### src/rtl/lsu_pkg.sv
// Shared types and helpers for the data load/store unit.
package lsu_pkg;

  typedef enum logic [1:0] {
    SIZE_B = 2'd0,
    SIZE_H = 2'd1,
    SIZE_W = 2'd2
  } lsu_size_e;

  typedef enum logic [2:0] {
    StIdle,
    StLoad,
    StStore,
    StRmwRd,
    StRmwWr,
    StResp
  } lsu_state_e;

  // Byte lanes touched by an access; size 3 touches nothing.
  function automatic logic [3:0] lsu_be(input logic [1:0] size, input logic [1:0] addr_lo);
    logic [3:0] be;
    case (size)
      SIZE_B:  be = 4'b0001 << addr_lo;
      SIZE_H:  be = 4'b0011 << addr_lo;
      SIZE_W:  be = 4'b1111;
      default: be = 4'b0000;
    endcase
    return be;
  endfunction

  // Natural alignment check; the illegal size is never aligned.
  function automatic logic lsu_align_ok(input logic [1:0] size, input logic [1:0] addr_lo);
    logic ok;
    case (size)
      SIZE_B:  ok = 1'b1;
      SIZE_H:  ok = ~addr_lo[0];
      SIZE_W:  ok = (addr_lo == 2'b00);
      default: ok = 1'b0;
    endcase
    return ok;
  endfunction

endpackage

### src/rtl/lsu_align.sv
// Combinational lane handling: load extraction/extension and store lane merge.
module lsu_align
  import lsu_pkg::*;
(
  input  logic [1:0]  size_i,
  input  logic        unsigned_i,
  input  logic [1:0]  addr_lo_i,
  input  logic [31:0] rdata_i,
  input  logic [31:0] wdata_i,
  input  logic [31:0] old_i,
  output logic [31:0] load_o,
  output logic [31:0] merge_o,
  output logic [3:0]  be_o
);

  logic [4:0]  lane_sh;
  logic [31:0] rd_sh;
  logic [31:0] mask;

  // Shift the addressed lane down for loads, up for stores, and merge under the lane mask.
  always_comb begin
    be_o    = lsu_be(size_i, addr_lo_i);
    lane_sh = {addr_lo_i, 3'b000};
    rd_sh   = rdata_i >> lane_sh;
    load_o  = rdata_i;
    mask    = '0;
    case (size_i)
      SIZE_B:  load_o = {{24{~unsigned_i & rd_sh[7]}}, rd_sh[7:0]};
      SIZE_H:  load_o = {{16{~unsigned_i & rd_sh[15]}}, rd_sh[15:0]};
      default: load_o = rdata_i;
    endcase
    for (int i = 0; i < 4; i++) begin
      mask[8*i +: 8] = {8{be_o[i]}};
    end
    merge_o = (old_i & ~mask) | ((wdata_i << lane_sh) & mask);
  end

endmodule

### src/rtl/data_lsu.sv
// Load/store unit: one outstanding access, sub-word stores done as read-modify-write.
module data_lsu
  import lsu_pkg::*;
#(
  parameter int unsigned ADDR_WIDTH = 32,
  parameter int unsigned DATA_WIDTH = 32,
  parameter int unsigned NUM_BYTES  = 256
) (
  input  logic                    clk_i,
  input  logic                    rst_ni,
  input  logic                    req_valid_i,
  output logic                    req_ready_o,
  input  logic                    req_we_i,
  input  logic [1:0]              req_size_i,
  input  logic                    req_unsigned_i,
  input  logic [ADDR_WIDTH-1:0]   req_addr_i,
  input  logic [DATA_WIDTH-1:0]   req_wdata_i,
  output logic                    resp_valid_o,
  input  logic                    resp_ready_i,
  output logic [DATA_WIDTH-1:0]   resp_rdata_o,
  output logic                    resp_err_o,
  output logic                    ram_en_o,
  output logic                    ram_we_o,
  output logic [ADDR_WIDTH-1:0]   ram_addr_o,
  output logic [DATA_WIDTH-1:0]   ram_wdata_o,
  output logic [DATA_WIDTH/8-1:0] ram_be_o,
  input  logic [DATA_WIDTH-1:0]   ram_rdata_i
);

  lsu_state_e            state_q;
  logic                  we_q;
  logic [1:0]            size_q;
  logic                  uns_q;
  logic [ADDR_WIDTH-1:0] addr_q;
  logic [DATA_WIDTH-1:0] wdata_q;
  logic [DATA_WIDTH-1:0] old_q;
  logic [DATA_WIDTH-1:0] rdata_q;
  logic                  err_q;

  logic                  err_d;
  logic [DATA_WIDTH-1:0] load_data;
  logic [DATA_WIDTH-1:0] merge_data;
  logic [3:0]            be;

  // Error flag for the request currently offered on the port.
  always_comb begin
    err_d = ~lsu_align_ok(req_size_i, req_addr_i[1:0]) |
            (req_addr_i >= ADDR_WIDTH'(NUM_BYTES));
  end

  lsu_align u_align (
    .size_i     (size_q),
    .unsigned_i (uns_q),
    .addr_lo_i  (addr_q[1:0]),
    .rdata_i    (ram_rdata_i),
    .wdata_i    (wdata_q),
    .old_i      (old_q),
    .load_o     (load_data),
    .merge_o    (merge_data),
    .be_o       (be)
  );

  // Access sequencer and request/response registers.
  always_ff @(posedge clk_i) begin
    if (!rst_ni) begin
      state_q <= StIdle;
      we_q    <= 1'b0;
      size_q  <= 2'b00;
      uns_q   <= 1'b0;
      addr_q  <= '0;
      wdata_q <= '0;
      old_q   <= '0;
      rdata_q <= '0;
      err_q   <= 1'b0;
    end else begin
      unique case (state_q)
        StIdle: begin
          if (req_valid_i) begin
            we_q    <= req_we_i;
            size_q  <= req_size_i;
            uns_q   <= req_unsigned_i;
            addr_q  <= req_addr_i;
            wdata_q <= req_wdata_i;
            rdata_q <= '0;
            err_q   <= err_d;
            if (err_d) begin
              state_q <= StResp;
            end else if (!req_we_i) begin
              state_q <= StLoad;
            end else if (req_size_i == SIZE_W) begin
              state_q <= StStore;
            end else begin
              state_q <= StRmwRd;
            end
          end
        end
        StLoad: begin
          rdata_q <= load_data;
          state_q <= StResp;
        end
        StStore: state_q <= StResp;
        StRmwRd: begin
          old_q   <= ram_rdata_i;
          state_q <= StRmwWr;
        end
        StRmwWr: state_q <= StResp;
        StResp: begin
          if (resp_ready_i) begin
            rdata_q <= '0;
            err_q   <= 1'b0;
            state_q <= StIdle;
          end
        end
        default: state_q <= StIdle;
      endcase
    end
  end

  // Decode handshake and RAM strobes from state; reset masks every strobe immediately.
  always_comb begin
    req_ready_o  = rst_ni & (state_q == StIdle);
    resp_valid_o = rst_ni & (state_q == StResp);
    resp_rdata_o = rdata_q;
    resp_err_o   = err_q;
    ram_en_o     = 1'b0;
    ram_we_o     = 1'b0;
    ram_addr_o   = '0;
    ram_wdata_o  = '0;
    ram_be_o     = '0;
    case (state_q)
      StLoad, StRmwRd: begin
        ram_en_o   = 1'b1;
        ram_addr_o = {addr_q[ADDR_WIDTH-1:2], 2'b00};
        ram_be_o   = be;
      end
      StStore: begin
        ram_en_o    = 1'b1;
        ram_we_o    = 1'b1;
        ram_addr_o  = {addr_q[ADDR_WIDTH-1:2], 2'b00};
        ram_wdata_o = wdata_q;
        ram_be_o    = be;
      end
      StRmwWr: begin
        ram_en_o    = 1'b1;
        ram_we_o    = 1'b1;
        ram_addr_o  = {addr_q[ADDR_WIDTH-1:2], 2'b00};
        ram_wdata_o = merge_data;
        ram_be_o    = be;
      end
      default: ;
    endcase
    ram_en_o = ram_en_o & rst_ni;
    ram_we_o = ram_we_o & rst_ni;
  end

endmodule

### config.mk
export PLATFORM = sky130hd
export DESIGN_NAME = data_lsu
export DESIGN_NICKNAME = d
export VERILOG_FILES = /design/src/rtl/lsu_pkg.sv /design/src/rtl/lsu_align.sv /design/src/rtl/data_lsu.sv
export SDC_FILE = /design/constraint.sdc
export NUM_CORES = 1
export LEC_CHECK = 0
export BUFFER_PORTS_ARGS = -buffer_cell sky130_fd_sc_hd__buf_4
export CAP_MARGIN = 25
export CORE_ASPECT_RATIO = 1.25
export CORE_MARGIN = 2
export CORE_UTILIZATION = 30
export CTS_CLUSTER_SIZE = 16
export DETAILED_ROUTE_END_ITERATION = 10
export SLEW_MARGIN = 10
export SYNTH_ARGS = -nofsm -noshare
export SYNTH_HDL_FRONTEND = slang
export SYNTH_HIERARCHICAL = 1
export SYNTH_SLANG_ARGS = --single-unit
### constraint.sdc
create_clock -name clk_i -period 1.8 [get_ports clk_i]
set_input_delay 0.18 -clock clk_i [delete_from_list [all_inputs] [get_ports clk_i]]
set_output_delay 0.18 -clock clk_i [all_outputs]
set_load 0.1 [all_outputs]
==> results of run 1 <==
-- worst max-delay path: stages (launching register included) --
cell and delay (ns):
dfxtp_4 0.40, nor2b_4 0.17, a21oi_2 0.05, o21a_2 0.23
buf_12 0.14, mux2_4 0.29, a22o_4 0.24, buf_12 0.16
-- worst paths after layout --
kind	endpoint	startpoint
setup / recovery	ram_wdata_o[23]	addr_q[0]
hold / removal	addr_q[4]	req_addr_i[4]
setup reg to reg	resp_rdata_o[29]	addr_q[0]
hold reg to reg	addr_q[7]	addr_q[7]
-- state kept, by name, indices dropped and copies added (netlist names) --
name and count:
addr_q 32, uns_q 1, wdata_q 32, resp_rdata_o 32, resp_err_o 1, state_q 3, old_q 32, size_q 2
-- cell families after synthesis --
group,after synthesis,synth area share
muxes,67,0.0956
DFF,135,0.355
buffers and inverters,87,0.0662
and+or+nand+nor,375,0.228
AOI/OAI and AO/OA,255,0.256
other,1,0.000492
-- cells in the final DEF (no fill, tap or decap), drive strengths merged, types with 10 or more instances in the layout --
cell type | synthesis | routed
a22o | 33 | 33
dfxtp | 135 | 135
a21boi | 99 | 99
buf | 55 | 288
o21ai | 26 | 26
a22oi | 48 | 48
nor2b | 42 | 42
mux2i | 36 | 36
mux2 | 31 | 31
and2 | 37 | 37
a21oi | 12 | 12
nand2 | 259 | 259
inv | 5 | 14
clkbuf | 27 | 20
nor2 | 10 | 10
-- metal layers --
layer  vias up  GRT usage  routed length (um)
met2       247      0.357               14000
met1      3601      0.258               11800
met4         0     0.0835                 904
li1       3673          -                   -
met3        45     0.0453                1640
met5         -          0                   0
-- cell usage after synthesis, types with 16 or more instances --
library cell / count / area, sq um
and2_1: 36 / 225
a22oi_1: 47 / 353
clkbuf_1: 27 / 101
o21ai_0: 16 / 80.1
mux2_2: 20 / 225
a22o_1: 33 / 289
buf_4: 16 / 120
buf_2: 30 / 150
a21boi_0: 81 / 608
nand2_1: 259 / 972
dfxtp_1: 135 / 2700
mux2i_1: 36 / 360
nor2b_1: 42 / 263
-- area by class of cell --
cell class	instances	area, sq um	area share
tap	335	419	0.0337
inverter	5	21.3	0.00171
sequential	135	2730	0.219
timing repair buffer	298	3600	0.290
multi-input combinational	699	5060	0.406
clock buffer	18	439	0.0353
clock inverter	14	176	0.0142
-- per-stage QoR --
stage | setup WS (ns) | hold slack (ns) | total power, mW | std cells
3_3_place_gp | -0.161 | 0.440 | 11.3 | 1438
2_1_floorplan | -0.121 | 0.310 | 9.20 | 921
3_5_place_dp | -0.195 | 0.436 | 11.3 | 1438
5_1_grt | -0.553 | 0.00115 | 17.6 | 1504
6_report | -0.498 | 0.0112 | 16.9 | 1504
4_1_cts | -0.528 | 0.00110 | 17.0 | 1496
-- timing repair --
item,in CTS,in global routing
cloned,7,3
hold buffers,6,1
pin swaps,56,20
endpoints found under the setup margin,99,104
resized for setup,298,44
buffers inserted,14,10
hold endpoints to repair,7,1
-- power by group --
part / internal (mW) / switching (mW)
Clock: 2.15 / 1.58
Sequential: 3.44 / 0.413
Combinational: 3.68 / 5.63
==> impl_metrics.py, run 1 <==
metrics = {
    "detailed_routing": {
        "vias_per_cell": 5.03,
        "num_vias": 7566,
        "wl_per_cell_um": 18.8,
        "drcViolationCount": 0,
        "wirelength_um": 28300,
        "dr.pass1.iters": 5,
        "ant_nets": 0,
        "drtIter0Drc": 443,
    },
    "logic_synthesis": {
        "synth_area_sq_mm": 0.00762,
        "syn_avg_cell_area_sq_um": 8.28,
        "syn_inst": 920,
        "synth_edf_count": 0,
        "yosysUniqueCellTypes": 52,
        "synth-seq-cells": 135,
        "ys.flop_type": "dfxtp_1",
        "ys.warnings.count": 6,
        "synth-seq-area-share": 0.355,
        "synthArstFlopShare": 0,
    },
    "clock_tree": {
        "path_clk_slew_ns": 0.07,
        "numCtsBuffers": 17,
        "cts_buffer_depth": 2,
        "root_buffer": "clkbuf_16",
        "htreeDepth": 4,
        "numClockSinks": 135,
        "clock_latency_ns": 0.43,
        "cts_tree": "yes",
    },
    "finish": {
        "final_nets": 1260,
        "antenna_cells": 0,
        "area_growth_pct": 63.3,
        "final_core_util": 0.495,
        "layout-drive-gt1-share": 0.415,
        "fillers": 2265,
        "final_area_sq_mm": 0.0124,
    },
    "global_route": {
        "overflow": 0,
        "grt_pass1_wl_um": 43700,
        "grt_max_degree": 67,
        "grt_pass1_vias": 7591,
        "track_usage": 0.210,
        "grt_antenna_before_repair": 0,
    },
    "worst_setup_path": {
        "worst-setup-path-type": "flop to output port",
        "start_kind": "flop",
        "reg2reg_slack_ns": -0.08,
        "crit_arrival_ns": 2.12,
        "critPathCaptureType": "output port",
        "critPathRequiredTime_ns": 1.62,
        "crit_path_max_fanout": 5,
        "reg2regPathDepth": 9,
    },
    "place": {
        "dp_hpwl_um": 19400,
        "place.gp.congestion": 0.846,
        "port-buffer-count": 206,
        "postPlaceCellArea_sq_mm": 0.0101,
    },
    "run_status": {
        "outcome": "complete, but fails checks",
        "violations": "negative setup slack",
    },
    "floorplan": {
        "fp.dieH_um": 182,
        "start_util": 0.303,
        "die_area_sq_mm": 0.0267,
        "rows": 65,
        "die_w_um": 147,
        "fp.coreArea_sq_mm": 0.0251,
        "io_pins": 209,
    },
    "sta": {
        "grt_setup_unrepaired": "yes",
        "finalSetupTns_ns": -23.82,
        "relSlewSlack": 0.635,
        "hold_viol_final": 0,
        "finalCritPeriodShare": 1.28,
        "worst_pin_slew_ns": 0.547,
        "drv_slew": 0,
        "clock-skew-final_ns": 0.0123,
        "layout_setup_ws_ns": -0.498,
        "min_period_ns": 2.30,
        "fmax_ghz": 0.435,
        "setup_viol": 94,
    },
    "job": {
        "drv_cap": 0,
    },
    "worst_hold_path": {
        "hp-class": "primary input to flop",
        "whs_path_depth": 3,
    },
    "power": {
        "power_density_mw_per_mm2": 1360,
        "p_leak_nw": 5.01,
        "ir_drop_mv": 0.839,
    },
}
Note: power is estimated with default switching activity, not from simulation.
==> run 2, diff against run 1 <==
CORE_MARGIN = 10   (was 2)
clock period = 2.3 ns   (was 1.8 ns; I/O delays follow)
==> run 2 against run 1 <==
  * The run still ends with negative setup slack left
  * Via count down 3.4%
  * Register-to-register slack better by 0.22 ns
  * Largest power group unchanged
  * Clock-buffer cell count unchanged
  * Critical path depth unchanged
  * First-iteration DRC count down 2.0%
  * Highest routed layer unchanged
  * Sequential share of layout area up 3.5 points
  * Worst hold slack better by 0.047 ns
  * Total power down 32%
  * Die area up 21%
  * Critical endpoint is now ram_wdata_o[16]
  * Sequential power down 22%
  * Cell area down 14%
  * Worst setup slack better by 0.40 ns
==> impl_metrics.py, run 2 (synthesized netlist as in run 1, its figures left out) <==
metrics = {
    "worst_setup_path": {
        "worst-setup-path-type": "flop to output port",
        "crit_start": "addr_q[0]",
        "start_kind": "flop",
        "reg2reg_from": "addr_q[0]",
        "crit_path_max_fanout": 6,
        "critPathRequiredTime_ns": 2.07,
        "critPathCaptureType": "output port",
        "crit_arrival_ns": 2.16,
    },
    "finish": {
        "antenna_cells": 0,
        "final_cell_mix": "nand2_1, buf_4, dfxtp_1",
        "area_growth_pct": 40.3,
        "final_nets": 1213,
        "multi_input_area_sq_mm": 0.00463,
        "final_common_cell": "nand2_1",
        "fillers": 2492,
        "stdcell_count": 1457,
        "regArea_sq_mm": 0.00272,
        "layout-drive-gt1-share": 0.326,
    },
    "detailed_routing": {
        "vias_per_cell": 5.02,
        "num_vias": 7311,
        "ant_nets": 0,
        "dr.pass1.iters": 5,
        "wirelength_um": 28300,
        "wl_per_cell_um": 19.5,
        "drcViolationCount": 0,
        "drtIter0Drc": 434,
    },
    "floorplan": {
        "fp.coreArea_sq_mm": 0.0251,
        "rows": 65,
        "die_area_sq_mm": 0.0322,
        "die_w_um": 163,
        "fp.dieH_um": 198,
        "io_pins": 209,
        "start_util": 0.303,
    },
    "global_route": {
        "grt_pass1_wl_um": 42900,
        "overflow": 0,
        "grt_max_degree": 70,
        "track_usage": 0.170,
        "grt_antenna_before_repair": 0,
        "grt_pass1_vias": 7209,
    },
    "clock_tree": {
        "numCtsBuffers": 17,
        "root_buffer": "clkbuf_16",
        "htreeDepth": 4,
        "hold_buffers": 0,
        "cts_buffer_depth": 2,
        "cts_tree": "yes",
        "clock_latency_ns": 0.43,
        "numClockSinks": 135,
        "path_clk_slew_ns": 0.06,
    },
    "power": {
        "power_density_mw_per_mm2": 1070,
        "p_leak_nw": 4.26,
        "ir_drop_mv": 0.568,
        "p_total_mw": 11.5,
    },
    "place": {
        "dp_hpwl_um": 20500,
        "port-buffer-count": 206,
        "place.gp.congestion": 0.844,
        "dp_slack_ns": 0.225,
        "placedCellCount": 1409,
    },
    "run_status": {
        "outcome": "complete, but fails checks",
        "violations": "negative setup slack",
    },
    "sta": {
        "grt_setup_unrepaired": "yes",
        "worst_pin_slew_ns": 0.582,
        "relSlewSlack": 0.609,
        "min_period_ns": 2.39,
        "hold_viol_final": 0,
        "setup_viol": 23,
        "clock-skew-final_ns": 0.0151,
        "fmax_ghz": 0.418,
        "layout_setup_ws_ns": -0.0938,
        "finalSetupTns_ns": -1.06,
        "drv_slew": 0,
        "finalCritPeriodShare": 1.04,
    },
    "worst_hold_path": {
        "worst_hold_startpoint": "req_we_i",
        "hp-class": "primary input to flop",
    },
    "job": {
        "drv_cap": 0,
    },
}
run 2: changes by cell type in the layout (fill, tap and decap cells not counted), sizes merged:
cell	before	now
buf	288	248
dlygate4sd3	7	0
bufbuf	1	0
bufinv	2	1
clkbuf	20	21
clkinvlp	1	2
run 2: critical path, stage by stage (launching register included):
cell     delay, ns
dfxtp_4       0.37
nor2b_4       0.14
a21oi_2       0.11
o21a_1        0.21
buf_6         0.18
mux2_4        0.32
a22o_4        0.24
buf_12        0.17
run 2: worst paths after layout:
kind | to | slack (ns) | depth (start not counted)
max | ram_wdata_o[16] | -0.09 | 7
min | state_q[1] | 0.06 | 3
max reg2reg | resp_rdata_o[15] | 0.14 | 8
min reg2reg | addr_q[8] | 0.46 | 2
run 2: report_power, final:
part	internal, mW	switching [mW]
Sequential	2.68	0.317
Clock	1.57	1.22
Combinational	1.70	3.99
run 2: layout make-up:
cell class                      instances  share of cell area
Tap cell                              335              0.0392
Clock buffer                           18              0.0411
Multi-Input combinational cell        699               0.433
Clock inverter                         14              0.0144
Sequential cell                       135               0.254
Timing Repair Buffer                  251               0.216
Inverter                                5             0.00176
run 2: per-stage QoR:
| step | cell area [sq um] | util | hold slack [ns] |
|---|---|---|---|
| 2_1_floorplan | 7620 | - | 0.360 |
| 6_report | 10700 | 0.425 | 0.0577 |
| 3_3_place_gp | 9400 | 0.374 | 0.446 |
| 4_1_cts | 10400 | 0.416 | 0.0380 |
| 3_5_place_dp | 9400 | 0.374 | 0.453 |
| 5_1_grt | 10700 | 0.425 | 0.0425 |
run 2: timing repair:
item,CTS,global route
gates cloned,2,3
setup endpoints to repair,66,64
buffers inserted,10,2
pin swaps,11,13
gates resized for setup,80,41
run 2: per-layer routing:
metal  up-vias  share of wire  global-route usage
li1       3556              -                   -
met1      3467           0.41               0.204
met2       258           0.49               0.280
met3        30          0.081              0.0544
met4         0          0.021              0.0559
met5         -              0                   0
==> run 3, diff against run 2 <==
RECOVER_POWER = 100   (was not set)
==> run 3 against run 2 <==
  * Flip-flop and latch count is the same
  * Highest routed layer unchanged
  * Wire length is 0.13% higher
  * Largest cell class unchanged
  * The flow still finishes with violations (negative setup slack)
  * Cell area fell by 1.8%
  * Cell count is the same
==> impl_metrics.py, run 3 (synthesized netlist as in run 1, its figures left out) <==
metrics = {
    "detailed_routing": {
        "drcViolationCount": 0,
        "dr.pass1.iters": 5,
        "wl_per_cell_um": 19.5,
        "vias_per_cell": 5.02,
        "num_vias": 7320,
        "drtIter0Drc": 409,
        "ant_nets": 0,
        "wirelength_um": 28400,
    },
    "sta": {
        "layout_setup_ws_ns": -0.100,
        "min_period_ns": 2.40,
        "setup_viol": 24,
        "worst_pin_slew_ns": 1.25,
        "holdWs_ns": 0.0584,
        "grt_setup_unrepaired": "yes",
        "finalCritPeriodShare": 1.04,
        "hold_viol_final": 0,
        "fmax_ghz": 0.417,
        "drv_slew": 0,
        "clock-skew-final_ns": 0.0170,
        "relSlewSlack": 0.169,
    },
    "power": {
        "p_total_mw": 11.3,
        "p_leak_nw": 4.09,
        "ir_drop_mv": 0.569,
        "power_density_mw_per_mm2": 1070,
    },
    "clock_tree": {
        "cts_tree": "yes",
        "cts_buffer_depth": 2,
        "htreeDepth": 4,
        "path_clk_slew_ns": 0.06,
        "numCtsBuffers": 17,
        "numClockSinks": 135,
        "root_buffer": "clkbuf_16",
        "clock_latency_ns": 0.43,
    },
    "floorplan": {
        "start_util": 0.303,
        "die_area_sq_mm": 0.0322,
        "fp.coreArea_sq_mm": 0.0251,
        "fp.dieH_um": 198,
        "io_pins": 209,
        "die_w_um": 163,
        "rows": 65,
    },
    "place": {
        "place.gp.congestion": 0.844,
        "dp_slack_ns": 0.225,
        "dp_hpwl_um": 20500,
        "postPlaceCellArea_sq_mm": 0.00940,
        "port-buffer-count": 206,
    },
    "worst_setup_path": {
        "slowest_delay_ns": 0.37,
        "crit_path_max_fanout": 6,
        "cpLargestDelayFamily": "compound AO/OA/AOI/OAI gates",
        "slowest_stage": "dfxtp_4",
        "crit_buf_inv": 2,
        "crit_arrival_ns": 2.17,
        "critPathCaptureType": "output port",
        "worst-setup-path-type": "flop to output port",
        "path_cells": "nor2b_4 -> a21oi_2 -> o21a_1 -> buf_6 -> mux2_4 -> a22o_4 -> buf_12",
        "critPathRequiredTime_ns": 2.07,
        "start_kind": "flop",
    },
    "global_route": {
        "grt_antenna_before_repair": 0,
        "grt_max_degree": 70,
        "grt_pass1_wl_um": 42900,
        "overflow": 0,
        "track_usage": 0.170,
        "grt_pass1_vias": 7209,
    },
    "job": {
        "drv_cap": 0,
    },
    "finish": {
        "layout-drive-gt1-share": 0.289,
        "final_common_cell": "nand2_1",
        "final_cell_mix": "nand2_1, buf_4, dfxtp_1",
        "area_growth_pct": 37.8,
        "fillers": 2535,
        "final_nets": 1213,
        "final_area_sq_mm": 0.0105,
        "antenna_cells": 0,
    },
    "run_status": {
        "violations": "negative setup slack",
        "outcome": "complete, but fails checks",
    },
    "worst_hold_path": {
        "hp-class": "primary input to flop",
    },
}
-- run 3: path summary, 6_finish.rpt --
| path | end | cells after the start | from | slack (ns) |
|---|---|---|---|---|
| max | ram_wdata_o[16] | 7 | addr_q[0] | -0.10 |
| max reg2reg | state_q[2] | 5 | state_q[2] | 0.12 |
| min | state_q[1] | 3 | req_we_i | 0.06 |
| min reg2reg | addr_q[8] | 2 | addr_q[8] | 0.46 |
-- run 3: what timing repair did --
| action | in CTS | in global routing |
|---|---|---|
| gates cloned | 2 | 3 |
| setup endpoints to repair | 66 | 64 |
| hold buffers | 0 | 0 |
| gates resized for setup | 80 | 41 |
| pin swaps | 11 | 13 |
| buffers inserted | 10 | 2 |
-- run 3: area by class of cell --
cell class	instances	area [sq um]	share of cell area
Multi-Input combinational cell	699	4600	0.438
Clock buffer	18	439	0.0418
Inverter	5	18.8	0.00179
Timing Repair Buffer	251	2160	0.205
Clock inverter	14	154	0.0147
Tap cell	335	419	0.0399
Sequential cell	135	2720	0.259
-- run 3: worst reg2reg max path, cell delays in order, from the launching register on --
cell and delay [ns]:
dfxtp_2 0.36, nor3_2 0.41, and2_2 0.21, clkbuf_4 0.63, o211ai_1 0.33, o211ai_1 0.16
-- run 3: through the flow --
stage               std cells   util  setup TNS, ns
floorplan                 921      -              0
global placement         1409  0.374              0
detailed placement       1409  0.374              0
CTS                      1453  0.416         -0.708
global route             1457  0.418          -3.41
finish                   1457  0.418          -1.17
-- run 3: power by group --
part           switching [mW]  total (mW)  leakage [nW]  internal (mW)
Clock                    1.22        2.79         0.288           1.57
Sequential              0.312        3.00          1.10           2.68
Combinational            3.97        5.49          2.70           1.51
-- run 3: routing by layer --
layer,wire length [um],track usage,vias up
met1,11600,0.204,3464
met5,0,0,-
met3,2240,0.0544,29
met2,13900,0.280,270
met4,623,0.0559,0
li1,-,-,3557
